## src/rtl/ddr_cmd_sched.sv

```systemverilog
// Serialising DDR command scheduler: one display reader and two video
// writers, with per-writer double-buffered frame banks.
module ddr_cmd_sched #(
    parameter int                         CTRL_ADDR_WIDTH = 28,
    parameter logic [31:0]                LINE_LEN        = 32'd1280,
    parameter logic [CTRL_ADDR_WIDTH-1:0] LINE_STRIDE     = 28'd5120,
    parameter logic [15:0]                FRAME_LINES     = 16'd720,
    parameter logic [CTRL_ADDR_WIDTH-1:0] BANK_OFFSET     = 28'h0400000,
    parameter logic [CTRL_ADDR_WIDTH-1:0] WR0_BASE        = 28'h0000000,
    parameter logic [CTRL_ADDR_WIDTH-1:0] WR1_BASE        = 28'h0800000
) (
    input  logic                       clk,
    input  logic                       rstn,
    input  logic [1:0]                 wr_req,
    input  logic [1:0]                 wr_vsync,
    output logic [1:0]                 wr_grant,
    input  logic                       rd_req,
    input  logic                       rd_vsync,
    input  logic                       rd_sel,
    output logic                       rd_grant,
    output logic                       wr_cmd_en,
    output logic [CTRL_ADDR_WIDTH-1:0] wr_cmd_addr,
    output logic [31:0]                wr_cmd_len,
    input  logic                       wr_cmd_ready,
    input  logic                       wr_cmd_done,
    output logic                       rd_cmd_en,
    output logic [CTRL_ADDR_WIDTH-1:0] rd_cmd_addr,
    output logic [31:0]                rd_cmd_len,
    input  logic                       rd_cmd_ready,
    input  logic                       rd_cmd_done,
    output logic                       busy
);

    localparam int AW = CTRL_ADDR_WIDTH;

    localparam logic [1:0] S_IDLE  = 2'd0;
    localparam logic [1:0] S_ISSUE = 2'd1;
    localparam logic [1:0] S_WAIT  = 2'd2;

    logic [1:0]           state_q, state_d;
    logic [1:0]           wgnt_q, wgnt_d;
    logic                 rgnt_q, rgnt_d;
    logic                 last_q, last_d;
    logic [1:0]           wbank_q, wbank_d;
    logic [1:0]           wlast_q, wlast_d;
    logic [1:0]           wpend_q, wpend_d;
    logic [1:0][15:0]     wcnt_q, wcnt_d;
    logic [1:0][AW-1:0]   waddr_q, waddr_d;
    logic                 rpend_q, rpend_d;
    logic                 rpsel_q, rpsel_d;
    logic                 rsrc_q, rsrc_d;
    logic                 rbank_q, rbank_d;
    logic [15:0]          rcnt_q, rcnt_d;
    logic [AW-1:0]        raddr_q, raddr_d;

    logic [1:0]           wvs;
    logic [1:0]           wok;
    logic                 rvs;
    logic                 rsel;
    logic                 rok;
    logic                 pick;
    logic                 wsel;

    function automatic logic [AW-1:0] base_addr(input logic ch,
                                                 input logic bank);
        logic [AW-1:0] b;
        b = ch ? WR1_BASE : WR0_BASE;
        if (bank) begin
            b = b + BANK_OFFSET;
        end
        return b;
    endfunction

    assign wsel = wgnt_q[1];

    always_comb begin
        state_d = state_q;
        wgnt_d  = wgnt_q;
        rgnt_d  = rgnt_q;
        last_d  = last_q;
        wbank_d = wbank_q;
        wlast_d = wlast_q;
        wpend_d = wpend_q;
        wcnt_d  = wcnt_q;
        waddr_d = waddr_q;
        rpend_d = rpend_q;
        rpsel_d = rpsel_q;
        rsrc_d  = rsrc_q;
        rbank_d = rbank_q;
        rcnt_d  = rcnt_q;
        raddr_d = raddr_q;
        wvs     = '0;
        wok     = '0;
        rok     = 1'b0;
        pick    = 1'b0;

        // A vsync for the channel owning the path waits until it lets go.
        rvs  = rd_vsync | rpend_q;
        rsel = rd_vsync ? rd_sel : rpsel_q;
        if (rgnt_q) begin
            rpend_d = rvs;
            rpsel_d = rsel;
        end else begin
            rpend_d = 1'b0;
            if (rvs) begin
                rsrc_d  = rsel;
                rbank_d = wlast_q[rsel];
                rcnt_d  = '0;
                raddr_d = base_addr(rsel, wlast_q[rsel]);
            end
        end

        for (int i = 0; i < 2; i++) begin
            wvs[i] = wr_vsync[i] | wpend_q[i];
            if (wgnt_q[i]) begin
                wpend_d[i] = wvs[i];
            end else begin
                wpend_d[i] = 1'b0;
                if (wvs[i]) begin
                    if (wcnt_q[i] == FRAME_LINES) begin
                        wbank_d[i] = ~wbank_q[i];
                        wlast_d[i] = wbank_q[i];
                    end
                    wcnt_d[i]  = '0;
                    waddr_d[i] = base_addr(i[0], wbank_d[i]);
                end
            end
        end

        unique case (state_q)
            S_IDLE: begin
                rok = rd_req & (rcnt_d < FRAME_LINES);
                for (int i = 0; i < 2; i++) begin
                    wok[i] = wr_req[i] & (wcnt_d[i] < FRAME_LINES);
                end
                pick = wok[~last_q] ? ~last_q : last_q;
                if (rok) begin
                    rgnt_d  = 1'b1;
                    state_d = S_ISSUE;
                end else if (|wok) begin
                    wgnt_d  = pick ? 2'b10 : 2'b01;
                    last_d  = pick;
                    state_d = S_ISSUE;
                end
            end
            S_ISSUE: begin
                if (rgnt_q ? rd_cmd_ready : wr_cmd_ready) begin
                    state_d = S_WAIT;
                end
            end
            S_WAIT: begin
                if (rgnt_q && rd_cmd_done) begin
                    rcnt_d  = rcnt_q + 16'd1;
                    raddr_d = raddr_q + LINE_STRIDE;
                    rgnt_d  = 1'b0;
                    state_d = S_IDLE;
                end else if ((|wgnt_q) && wr_cmd_done) begin
                    wcnt_d[wsel]  = wcnt_q[wsel] + 16'd1;
                    waddr_d[wsel] = waddr_q[wsel] + LINE_STRIDE;
                    wgnt_d        = '0;
                    state_d       = S_IDLE;
                end
            end
            default: begin
                state_d = S_IDLE;
                wgnt_d  = '0;
                rgnt_d  = 1'b0;
            end
        endcase
    end

    always_ff @(posedge clk) begin
        if (!rstn) begin
            state_q <= S_IDLE;
            wgnt_q  <= '0;
            rgnt_q  <= 1'b0;
            last_q  <= 1'b1;
            wbank_q <= '0;
            wlast_q <= '0;
            wpend_q <= '0;
            wcnt_q  <= '0;
            waddr_q <= {WR1_BASE, WR0_BASE};
            rpend_q <= 1'b0;
            rpsel_q <= 1'b0;
            rsrc_q  <= 1'b0;
            rbank_q <= 1'b0;
            rcnt_q  <= '0;
            raddr_q <= WR0_BASE;
        end else begin
            state_q <= state_d;
            wgnt_q  <= wgnt_d;
            rgnt_q  <= rgnt_d;
            last_q  <= last_d;
            wbank_q <= wbank_d;
            wlast_q <= wlast_d;
            wpend_q <= wpend_d;
            wcnt_q  <= wcnt_d;
            waddr_q <= waddr_d;
            rpend_q <= rpend_d;
            rpsel_q <= rpsel_d;
            rsrc_q  <= rsrc_d;
            rbank_q <= rbank_d;
            rcnt_q  <= rcnt_d;
            raddr_q <= raddr_d;
        end
    end

    assign wr_grant    = wgnt_q;
    assign rd_grant    = rgnt_q;
    assign busy        = (state_q != S_IDLE);
    assign wr_cmd_en   = (state_q == S_ISSUE) & (|wgnt_q) & wr_cmd_ready;
    assign rd_cmd_en   = (state_q == S_ISSUE) & rgnt_q & rd_cmd_ready;
    assign wr_cmd_addr = (|wgnt_q) ? waddr_q[wsel] : '0;
    assign rd_cmd_addr = rgnt_q ? raddr_q : '0;
    assign wr_cmd_len  = LINE_LEN;
    assign rd_cmd_len  = LINE_LEN;

endmodule

```

## config.mk

```make
export PLATFORM = sky130hd
export DESIGN_NAME = ddr_cmd_sched
export DESIGN_NICKNAME = d
export VERILOG_FILES = /design/src/rtl/ddr_cmd_sched.sv
export SDC_FILE = /design/constraint.sdc
export NUM_CORES = 1
export LEC_CHECK = 0
export BUFFER_PORTS_ARGS = -buffer_cell sky130_fd_sc_hd__buf_2
export CORE_ASPECT_RATIO = 0.7
export CORE_MARGIN = 2
export CORE_UTILIZATION = 25
export CTS_CLUSTER_DIAMETER = 120
export DETAILED_ROUTE_END_ITERATION = 7
export PLACE_DENSITY = 0.48
export SETUP_SLACK_MARGIN = 0.02
export SLEW_MARGIN = 20
export SYNTH_ARGS = -nofsm -noshare
export SYNTH_HDL_FRONTEND = slang
export SYNTH_SLANG_ARGS = --single-unit
```

## constraint.sdc

```tcl
create_clock -name clk -period 2.9 [get_ports clk]
set_input_delay 0 -clock clk [delete_from_list [all_inputs] [get_ports clk]]
set_output_delay 0 -clock clk [all_outputs]
set_load 0.01 [all_outputs]
```

==> impl_metrics.tcl, run 1 <==
set metrics [dict create \
    status "finished, final reports clean" \
    startpoint "wr_grant[1]$_SDFFE_PN0P_" \
    start_util_pct 25.3 \
    gp_congestion 0.819 \
    cp.arrival_ns 2.88 \
    synthCells 948 \
    clock_skew_ns 0.0112 \
    end_kind "register" \
    cts_num_sinks 146 \
    clockBufferDepth 2 \
    drt-wirelength-per-cell_microns 15.5 \
    nNetsFinal 1033 \
    grt_pass1_wl_microns 35700 \
    fin_cells 1449 \
    syn_avg_cell_area_sq_um 8.30 \
    drive_above_1_share_pct 16.2 \
    hold_viol_final 0 \
    fmax_mhz 387 \
    multi_input_area_sq_um 4430 \
    cp_data_required_time_ns 3.20 \
    core-area_sq_um 31100 \
    ctsRootBufferMaster "clkbuf_16" \
    ctsHtreeMaxLevel 4 \
    slew_headroom_pct 27.0 \
    p_seq_share_pct 41.9 \
    yosys-top-cells-area "dfxtp_1, buf_4, nand2_1" \
    synth-edff-count 0 \
    synth_ff_type "dfxtp_1" \
    cts_tree "done" \
    worstHoldEndpoint "state_q[1]$_SDFFE_PN0P_" \
    min-delay-start "wr_cmd_done" \
    clkTransAtPathRegs_ns 0.06 \
    viasPerCell 4.67 \
    cp_common_cell "o22ai_1" \
    fp.dieH_microns 152 \
    insertion_delay_ns 0.44 \
    switching_power_w 0.00118 \
    maxCapViolCount 0 \
    dp_hpwl_microns 15800 \
    synth_cell_type_count 77 \
    sw_frac_of_total_pct 24.3 \
    synth-seq-cells 146 \
    worst_slack_ns 0.319 \
    postRouteAntennaNets 0 \
    design_area_sq_um 9200 \
    yosys_warnings 0 \
    synth_top_area_share_pct 37.1 \
    synth_area_leader_cell "dfxtp_1" \
    r2r-start "wr_grant[1]$_SDFFE_PN0P_" \
    p_per_area_nw_per_um2 529 \
    route.detailed.drc 0 \
    cpPeakStageDelay_ns 0.73 \
    critPathTopFamily "flip-flops" \
    irDropWorstVdd_mv 0.405 \
    rsz0062_at_grt "false" \
    netlist_area_sq_um 7870 \
    drt-initial-drc-count 547 \
    critPathKind "register to register" \
    tightestPinTransition_ns 1.09 \
    timing.rr.end "waddr_q[22]$_SDFF_PN0_" \
    setup_viol 0 \
    post-place-ws_ns 0.379 \
    synthArstFlopShare_pct 0 \
    fin_crit_ns 2.58 \
    regArea_sq_um 2930 \
    io-pin-count 139 \
    seq_area_frac_synth_pct 37.1 \
    combPwrFrac_pct 6.7 \
    grt_max_degree 52 \
    place_area_sq_um 8460 \
    placementRows 54 \
    clock_power_share_pct 51.4 \
    grt_pass1_vias 6109 \
    grt-ovfl-total 0 \
    worst-path-buf-inv 0 \
    top_layer_used "met4" \
    first_pass_iters 5 \
    crit_path_top_delay_cell "dfxtp_4" \
    num_vias 6771 \
    min_path_cells 4 \
    portBuffers 74 \
    die_w_microns 216 \
    path_max_fanout 51 \
    die_area_sq_um 32900 \
    startpoint_type "register" \
    met3WireLength_microns 944 \
    nFillCells 3380 \
    rr_worst_depth 7 \
    cts_buffers 17 \
    antenna_found_initial 0 \
    wl_met2_microns 9090 \
    fin_crit_sh_pct 89.0 \
    area_growth_pct 16.8 \
    hp-class "input pin to register" \
    fin_setup_tns_ns 0 \
    dp.cells 1409 \
    final_max_slew_viol_count 0 \
    grt_usage_pct 13.7 \
    worst-r2r-setup-slack_ns 0.32 \
    p_leak_nw 3.71 \
    crit_path_cell_trace "mux2_2, ha_1, nor2_1, o22ai_1, nand4_1, xnor2_1, o22ai_1" \
    finish.utilization_pct 29.6 \
    power.internal_w 0.00368 \
    drt-met1-wl_microns 12200 \
    antenna_cells 0 \
    wirelength_microns 22500 \
]
-- timing repair --
item	4_1_cts	5_1_grt
hold endpoints to repair	5	0
hold buffers	8	0
resized for setup	0	0
buffers inserted	0	0
-- worst max path at each step --
stage / cells past startpoint / end
5_1_grt: 7 / waddr_q[22]$_SDFF_PN0_
3_5_place_dp: 7 / waddr_q[22]$_SDFF_PN0_
2_1_floorplan: 13 / wcnt_q[30]$_SDFF_PN0_
6_report: 7 / waddr_q[22]$_SDFF_PN0_
3_3_place_gp: 7 / waddr_q[22]$_SDFF_PN0_
4_1_cts: 7 / waddr_q[22]$_SDFF_PN0_
-- area by class of cell --
class | count | area share (%)
Clock buffer | 19 | 4.92
Clock inverter | 13 | 2.23
Multi-Input combinational cell | 740 | 48.2
Sequential cell | 146 | 31.8
Timing Repair Buffer | 104 | 6.83
Inverter | 7 | 0.286
Tap cell | 420 | 5.71
-- registers in the layout (all words and copies together), names as in the netlist --
signal and count:
wpend_q 2, waddr_q 56, rcnt_q 16, rpsel_q 1, state_q 2, wr_grant 2, wlast_q 2, wbank_q 2
rd_grant 1, raddr_q 28, rpend_q 1, wcnt_q 32, last_q 1
-- synthesized netlist by cell type, types with 4 or more instances --
cell type	count
nor2_1	80
mux2_2	11
xor2_1	18
o21ai_0	39
or3_1	21
and3_1	40
xnor2_1	17
a21o_1	5
o22ai_1	4
or2_2	6
inv_1	7
mux2i_1	20
ha_1	4
o21a_1	5
nand3_1	45
dfxtp_1	146
and3b_1	4
nand3b_1	4
nor4_1	7
nor2b_1	12
a32oi_1	4
nand4_1	19
nor3_1	12
buf_4	65
a22o_1	23
and2_1	37
nand2_1	97
o211ai_1	9
a21oi_1	56
a21boi_0	4
clkbuf_1	36
nand2b_1	5
buf_2	11
a211oi_1	4
-- logic make-up (layout without fill, tap and decap cells) --
kind of cell	after synthesis	count (layout)	synth area share, %
muxes	32	32	4.29
other	2	64	0.0954
adders and majority gates	4	4	0.636
xor gates and xnor gates	35	35	3.89
and+or+nand+nor	415	415	28.1
DFF	146	146	37.1
buffers and inverters	124	143	9.59
AOI/OAI and AO/OA	190	190	16.2
-- power by group through the flow --
stage	clock network, W	registers (W)	logic (W)
after detailed placement	0	0.00208	0.000317
after CTS	0.00255	0.00204	0.000327
after floorplan	0	0.00208	0.000276
final	0.00250	0.00204	0.000325
after global routing	0.00264	0.00204	0.000358
after global placement	0	0.00208	0.000315
-- layout by cell type, fill, tap and decap left out, types with 17 or more instances in the layout --
cell         n
xnor2_1     17
nand2_1     97
nand3_1     45
conb_1      64
or3_1       21
dfxtp_1    145
buf_4       21
mux2i_1     20
a22o_1      23
xor2_1      18
o21ai_0     39
buf_2       74
clkbuf_16   17
and2_1      37
and3_1      40
nor2_1      80
a21oi_1     56
nand4_1     19
-- worst reg2reg max path, delay by kind of cell, from the launching register on --
kind	cells	cell delay (ns)
muxes	1	0.32
DFF	1	0.73
adders and majority gates	1	0.27
xor gates and xnor gates	1	0.27
and+or+nand+nor	2	0.34
AOI/OAI and AO/OA	2	0.53
-- metrics by stage --
step | total power [W] | hold slack (ns)
after global routing | 0.00504 | 0.0496
final | 0.00487 | 0.0170
after floorplan | 0.00235 | 0.0900
after CTS | 0.00492 | 0.00425
after global placement | 0.00240 | 0.247
after detailed placement | 0.00240 | 0.267
-- routing by layer --
layer | global-route usage, % | vias to the layer above
li1 | - | 3375
met5 | 0 | -
met3 | 2.65 | 22
met2 | 18.7 | 106
met4 | 3.82 | 0
met1 | 21.4 | 3268
(Power assumes the default switching activity.)
==> inputs of run 2 (changes only) <==
- CORE_MARGIN: 2 -> 5
==> impl_metrics.tcl, run 2 (synthesized netlist as in run 1, its figures left out) <==
set metrics [dict create \
    cts_buffers 17 \
    grt_pass1_vias 6270 \
    postRouteAntennaNets 0 \
    io-pin-count 139 \
    antenna_cells 0 \
    grt_max_degree 61 \
    grt_usage_pct 12.8 \
    critPathKind "register to register" \
    crit_path_top_delay_cell "dfxtp_4" \
    fmax_mhz 411 \
    largestRegisters "waddr_q x56, wcnt_q x32, raddr_q x28" \
    cts_num_sinks 146 \
    die_w_microns 222 \
    fin_setup_tns_ns 0 \
    die_area_sq_um 35200 \
    combPwrFrac_pct 7.2 \
    end_kind "register" \
    switching_power_w 0.00116 \
    irDropWorstVdd_mv 0.402 \
    insertion_delay_ns 0.43 \
    cp.arrival_ns 2.79 \
    slew_headroom_pct 22.5 \
    grt_pass1_wl_microns 36200 \
    first_pass_iters 4 \
    maxCapViolCount 0 \
    fin_crit_sh_pct 83.9 \
    postCtsResizedCells 0 \
    p_leak_nw 3.69 \
    ctsHtreeMaxLevel 4 \
    drt-initial-drc-count 467 \
    status "finished, final reports clean" \
    grt-ovfl-total 0 \
    core-area_sq_um 31100 \
    p_per_area_nw_per_um2 506 \
    portBuffers 74 \
    final_cell_mix "dfxtp_1, nand2_1, nor2_1" \
    cp_data_required_time_ns 3.26 \
    sw_frac_of_total_pct 25.0 \
    path_max_fanout 51 \
    num_vias 6769 \
    cts_tree "done" \
    largest_register_ffs 56 \
    start_util_pct 25.3 \
    crit_path_cell_trace "mux2_2, ha_1, o221ai_2, nor3_2, nand3b_1, or3_1, a31oi_1" \
    startpoint_type "register" \
    dp_hpwl_microns 16200 \
    fin_crit_ns 2.43 \
    area_growth_pct 16.3 \
    power.internal_w 0.00347 \
    wirelength_microns 23200 \
    drt-wirelength-per-cell_microns 16.0 \
    route.detailed.drc 0 \
    placementRows 54 \
    tightestPinTransition_ns 1.16 \
    hold_viol_final 0 \
    clock_skew_ns 0.00895 \
    nNetsFinal 1037 \
    largest-register "waddr_q" \
    gp_congestion 0.823 \
    viasPerCell 4.66 \
    final_max_slew_viol_count 0 \
    drive_above_1_share_pct 16.2 \
    p_seq_share_pct 44.1 \
    power_w 0.00463 \
    ctsRootBufferMaster "clkbuf_16" \
    antenna_found_initial 0 \
    worst-path-buf-inv 0 \
    clock_power_share_pct 48.7 \
    fp.dieH_microns 158 \
    clkTransAtPathRegs_ns 0.06 \
    cpPeakStageDelay_ns 0.71 \
    setup_viol 0 \
    critPathTopFamily "simple AND/OR/NAND/NOR gates" \
    clockBufferDepth 2 \
    final_common_cell "dfxtp_1" \
    hp-class "input pin to register" \
    rsz0062_at_grt "false" \
]
-- run 2: timing repair --
item,in CTS,in global routing
hold endpoints to repair,13,0
hold buffers,9,0
setup buffers,0,0
-- run 2: cell type report --
class | count | area, sq um
inverter | 7 | 26.3
clock buffer | 24 | 492
fill | 3353 | 21900
tap | 420 | 526
clock inverter | 8 | 101
timing repair buffer | 108 | 648
sequential | 146 | 2930
multi-input combinational | 740 | 4430
-- run 2: worst paths after layout --
path,endpoint,slack (ns),cells past startpoint,start
setup / recovery,wcnt_q[30]$_SDFF_PN0_,0.47,7,wr_grant[1]$_SDFFE_PN0P_
hold / removal,state_q[1]$_SDFFE_PN0P_,0.06,4,wr_cmd_done
setup reg to reg,wcnt_q[30]$_SDFF_PN0_,0.47,7,wr_grant[1]$_SDFFE_PN0P_
hold reg to reg,raddr_q[3]$_SDFFE_PN0P_,0.47,1,raddr_q[3]$_SDFFE_PN0P_
-- run 2: stage by stage --
step | instances | util, % | hold WS [ns] | area (sq um) | worst slack [ns]
5_1_grt | 1453 | 29.4 | 0.0501 | 9150 | 0.261
2_1_floorplan | 1010 | - | 0.0900 | 8100 | 0.107
6_report | 1453 | 29.4 | 0.0622 | 9150 | 0.467
3_3_place_gp | 1412 | 27.3 | 0.260 | 8470 | 0.507
3_5_place_dp | 1412 | 27.3 | 0.266 | 8470 | 0.486
4_1_cts | 1453 | 29.4 | 0.0188 | 9150 | 0.471
-- run 2: power by group through the flow --
stage                     Sequential [W]  Combinational [W]  Clock [W]
final                            0.00204           0.000333    0.00226
after global routing             0.00204           0.000367    0.00240
after CTS                        0.00204           0.000333    0.00231
after detailed placement         0.00208           0.000322          0
after global placement           0.00208           0.000320          0
after floorplan                  0.00208           0.000276          0
-- run 2: metal layers --
metal  share of wire, %  global-route usage (%)  vias to the layer above  routed length (microns)
li1                   -                       -                     3374                        -
met1                 53                    19.4                     3240                    12300
met3                4.2                    2.97                       16                      980
met5                  0                       0                        -                        0
met4               0.88                    2.52                        0                      204
met2                 42                    18.6                      139                     9680
-- run 2: tightest hold or removal path, stage by stage --
cell and delay, ns:
buf_2 0.12, o21ai_0 0.12, a32oi_1 0.12, nor2_1 0.09
==> inputs of run 3 (changes only) <==
- clock period: 2.9 -> 2.4 ns (I/O delays scaled with it)
==> impl_metrics.tcl, run 3 (synthesized netlist as in run 1, its figures left out) <==
set metrics [dict create \
    status "finished, final reports clean" \
    worst-path-buf-inv 1 \
    dp.cells 1423 \
    irDropWorstVdd_mv 0.439 \
    critPathKind "register to register" \
    p_per_area_nw_per_um2 588 \
    startpoint_type "register" \
    grt_pass1_vias 6215 \
    final_cell_mix "dfxtp_1, nand2_1, nor2_1" \
    path_max_fanout 13 \
    grt-ovfl-total 0 \
    critPathTopFamily "compound AO/OA/AOI/OAI gates" \
    antenna_found_initial 0 \
    fmax_mhz 448 \
    cp.arrival_ns 2.58 \
    crit_path_cell_trace "clkbuf_8, and3b_1, nor2_1, a2111oi_1, xnor2_1, nand2_1, a21boi_0" \
    worst-r2r-setup-slack_ns 0.17 \
    clock_skew_ns 0.0132 \
    nFillCells 3318 \
    grt_usage_pct 12.9 \
    cpPeakStageDelay_ns 0.78 \
    multi_input_area_sq_um 4470 \
    dp_hpwl_microns 16700 \
    cp_data_required_time_ns 2.75 \
    end_kind "register" \
    insertion_delay_ns 0.42 \
    cts_num_sinks 146 \
    largest_register_ffs 56 \
    rr_worst_depth 7 \
    drt-initial-drc-count 431 \
    fin_cells 1465 \
    die_w_microns 222 \
    num_vias 6834 \
    largestRegisters "waddr_q x56, wcnt_q x32, raddr_q x28" \
    ctsRootBufferMaster "clkbuf_16" \
    gp_congestion 0.806 \
    core-area_sq_um 31100 \
    ctsHtreeMaxLevel 4 \
    nNetsFinal 1050 \
    antenna_cells 0 \
    clockBufferDepth 2 \
    slew_headroom_pct 36.4 \
    portBuffers 74 \
    hp-class "input pin to register" \
    cts_tree "done" \
    maxCapViolCount 0 \
    viasPerCell 4.66 \
    power_w 0.00547 \
    die_area_sq_um 35200 \
    postRouteAntennaNets 0 \
    final_max_slew_viol_count 0 \
    hold_viol_final 0 \
    crit_path_top_delay_cell "a2111oi_1" \
    area_growth_pct 18.1 \
    worstHoldEndpoint "state_q[1]$_SDFFE_PN0P_" \
    setup_viol 0 \
    clkTransAtPathRegs_ns 0.07 \
    cts_buffers 17 \
    io-pin-count 139 \
    regArea_sq_um 2930 \
    fin_crit_ns 2.23 \
    hold-worst-slack_ns 0.0698 \
    route.detailed.drc 0 \
    drive_above_1_share_pct 17.3 \
    min_path_cells 4 \
    drt-wirelength-per-cell_microns 16.0 \
    placementRows 54 \
    largest-register "waddr_q" \
    fin_crit_sh_pct 93.0 \
    tightestPinTransition_ns 0.951 \
    grt_pass1_wl_microns 36200 \
    first_pass_iters 5 \
    fp.dieH_microns 158 \
    grt_max_degree 58 \
    p_leak_nw 3.77 \
    final_common_cell "dfxtp_1" \
    r2r-start "wr_grant[1]$_SDFFE_PN0P_" \
    min-delay-start "rd_cmd_done" \
    timing.rr.end "wcnt_q[23]$_SDFF_PN0_" \
    start_util_pct 25.3 \
    design_area_sq_um 9300 \
    place_area_sq_um 8610 \
    wirelength_microns 23400 \
    rsz0062_at_grt "false" \
]
==> run 3: changes by cell type in the layout (fill, tap and decap cells not counted), sizes merged <==
| cell | change |
|---|---|
| clkinv | +2 |
| clkinvlp | -1 |
| bufinv | -1 |
| buf | +11 |
| dlygate4sd3 | +1 |
==> run 3: area by class of cell <==
type	count	share of cell area, %
Tap cell	420	5.65
Sequential cell	146	31.5
Multi-Input combinational cell	740	48.1
Inverter	7	0.283
Clock inverter	8	0.834
Timing Repair Buffer	121	8.38
Clock buffer	23	5.26
==> run 3: tightest hold or removal path, cell delays in order <==
cell     delay (ns)
buf_2          0.13
nand2_1        0.14
a32oi_1        0.11
nor2_1         0.07
==> run 3: per-stage QoR <==
| stage | setup slack [ns] | util (%) | setup TNS [ns] |
|---|---|---|---|
| after CTS | 0.0842 | 29.9 | 0 |
| after floorplan | -0.0872 | - | -0.0872 |
| after global placement | 0.129 | 27.7 | 0 |
| final | 0.169 | 29.9 | 0 |
| after global routing | 0.0605 | 29.9 | 0 |
| after detailed placement | 0.0861 | 27.7 | 0 |
==> run 3: how the worst max path moves through the flow <==
| stage | from | to | slack [ns] | cells after the start |
|---|---|---|---|---|
| 4_1_cts | wr_grant[1]$_SDFFE_PN0P_ | wcnt_q[23]$_SDFF_PN0_ | 0.08 | 6 |
| 5_1_grt | state_q[0]$_SDFFE_PN0P_ | raddr_q[21]$_SDFF_PN0_ | 0.06 | 6 |
| 3_3_place_gp | wr_grant[1]$_SDFFE_PN0P_ | wcnt_q[23]$_SDFF_PN0_ | 0.13 | 6 |
| 6_report | wr_grant[1]$_SDFFE_PN0P_ | wcnt_q[23]$_SDFF_PN0_ | 0.17 | 7 |
| 2_1_floorplan | wr_grant[1]$_SDFFE_PN0P_ | wcnt_q[30]$_SDFF_PN0_ | -0.09 | 13 |
| 3_5_place_dp | wr_grant[1]$_SDFFE_PN0P_ | wcnt_q[23]$_SDFF_PN0_ | 0.09 | 6 |
==> run 3: repair_timing <==
action / CTS / global route
endpoints found under the hold margin: 6 / 0
buffers inserted: 0 / 1
hold buffers: 10 / 0
resized for setup: 0 / 2
setup endpoints to repair: 0 / 5
==> run 3: report_power, final <==
part	switching, W	total, W	internal, W
Combinational	0.000295	0.000417	0.000122
Sequential	0.0000206	0.00246	0.00244
Clock	0.00106	0.00260	0.00154
==> run 3: layer usage <==
| layer | global-route usage (%) | share of wire [%] | up-vias |
|---|---|---|---|
| li1 | - | - | 3409 |
| met1 | 20.1 | 53 | 3296 |
| met4 | 2.55 | 0.69 | 0 |
| met2 | 18.4 | 42 | 120 |
| met3 | 2.47 | 3.9 | 9 |
| met5 | 0 | 0 | - |
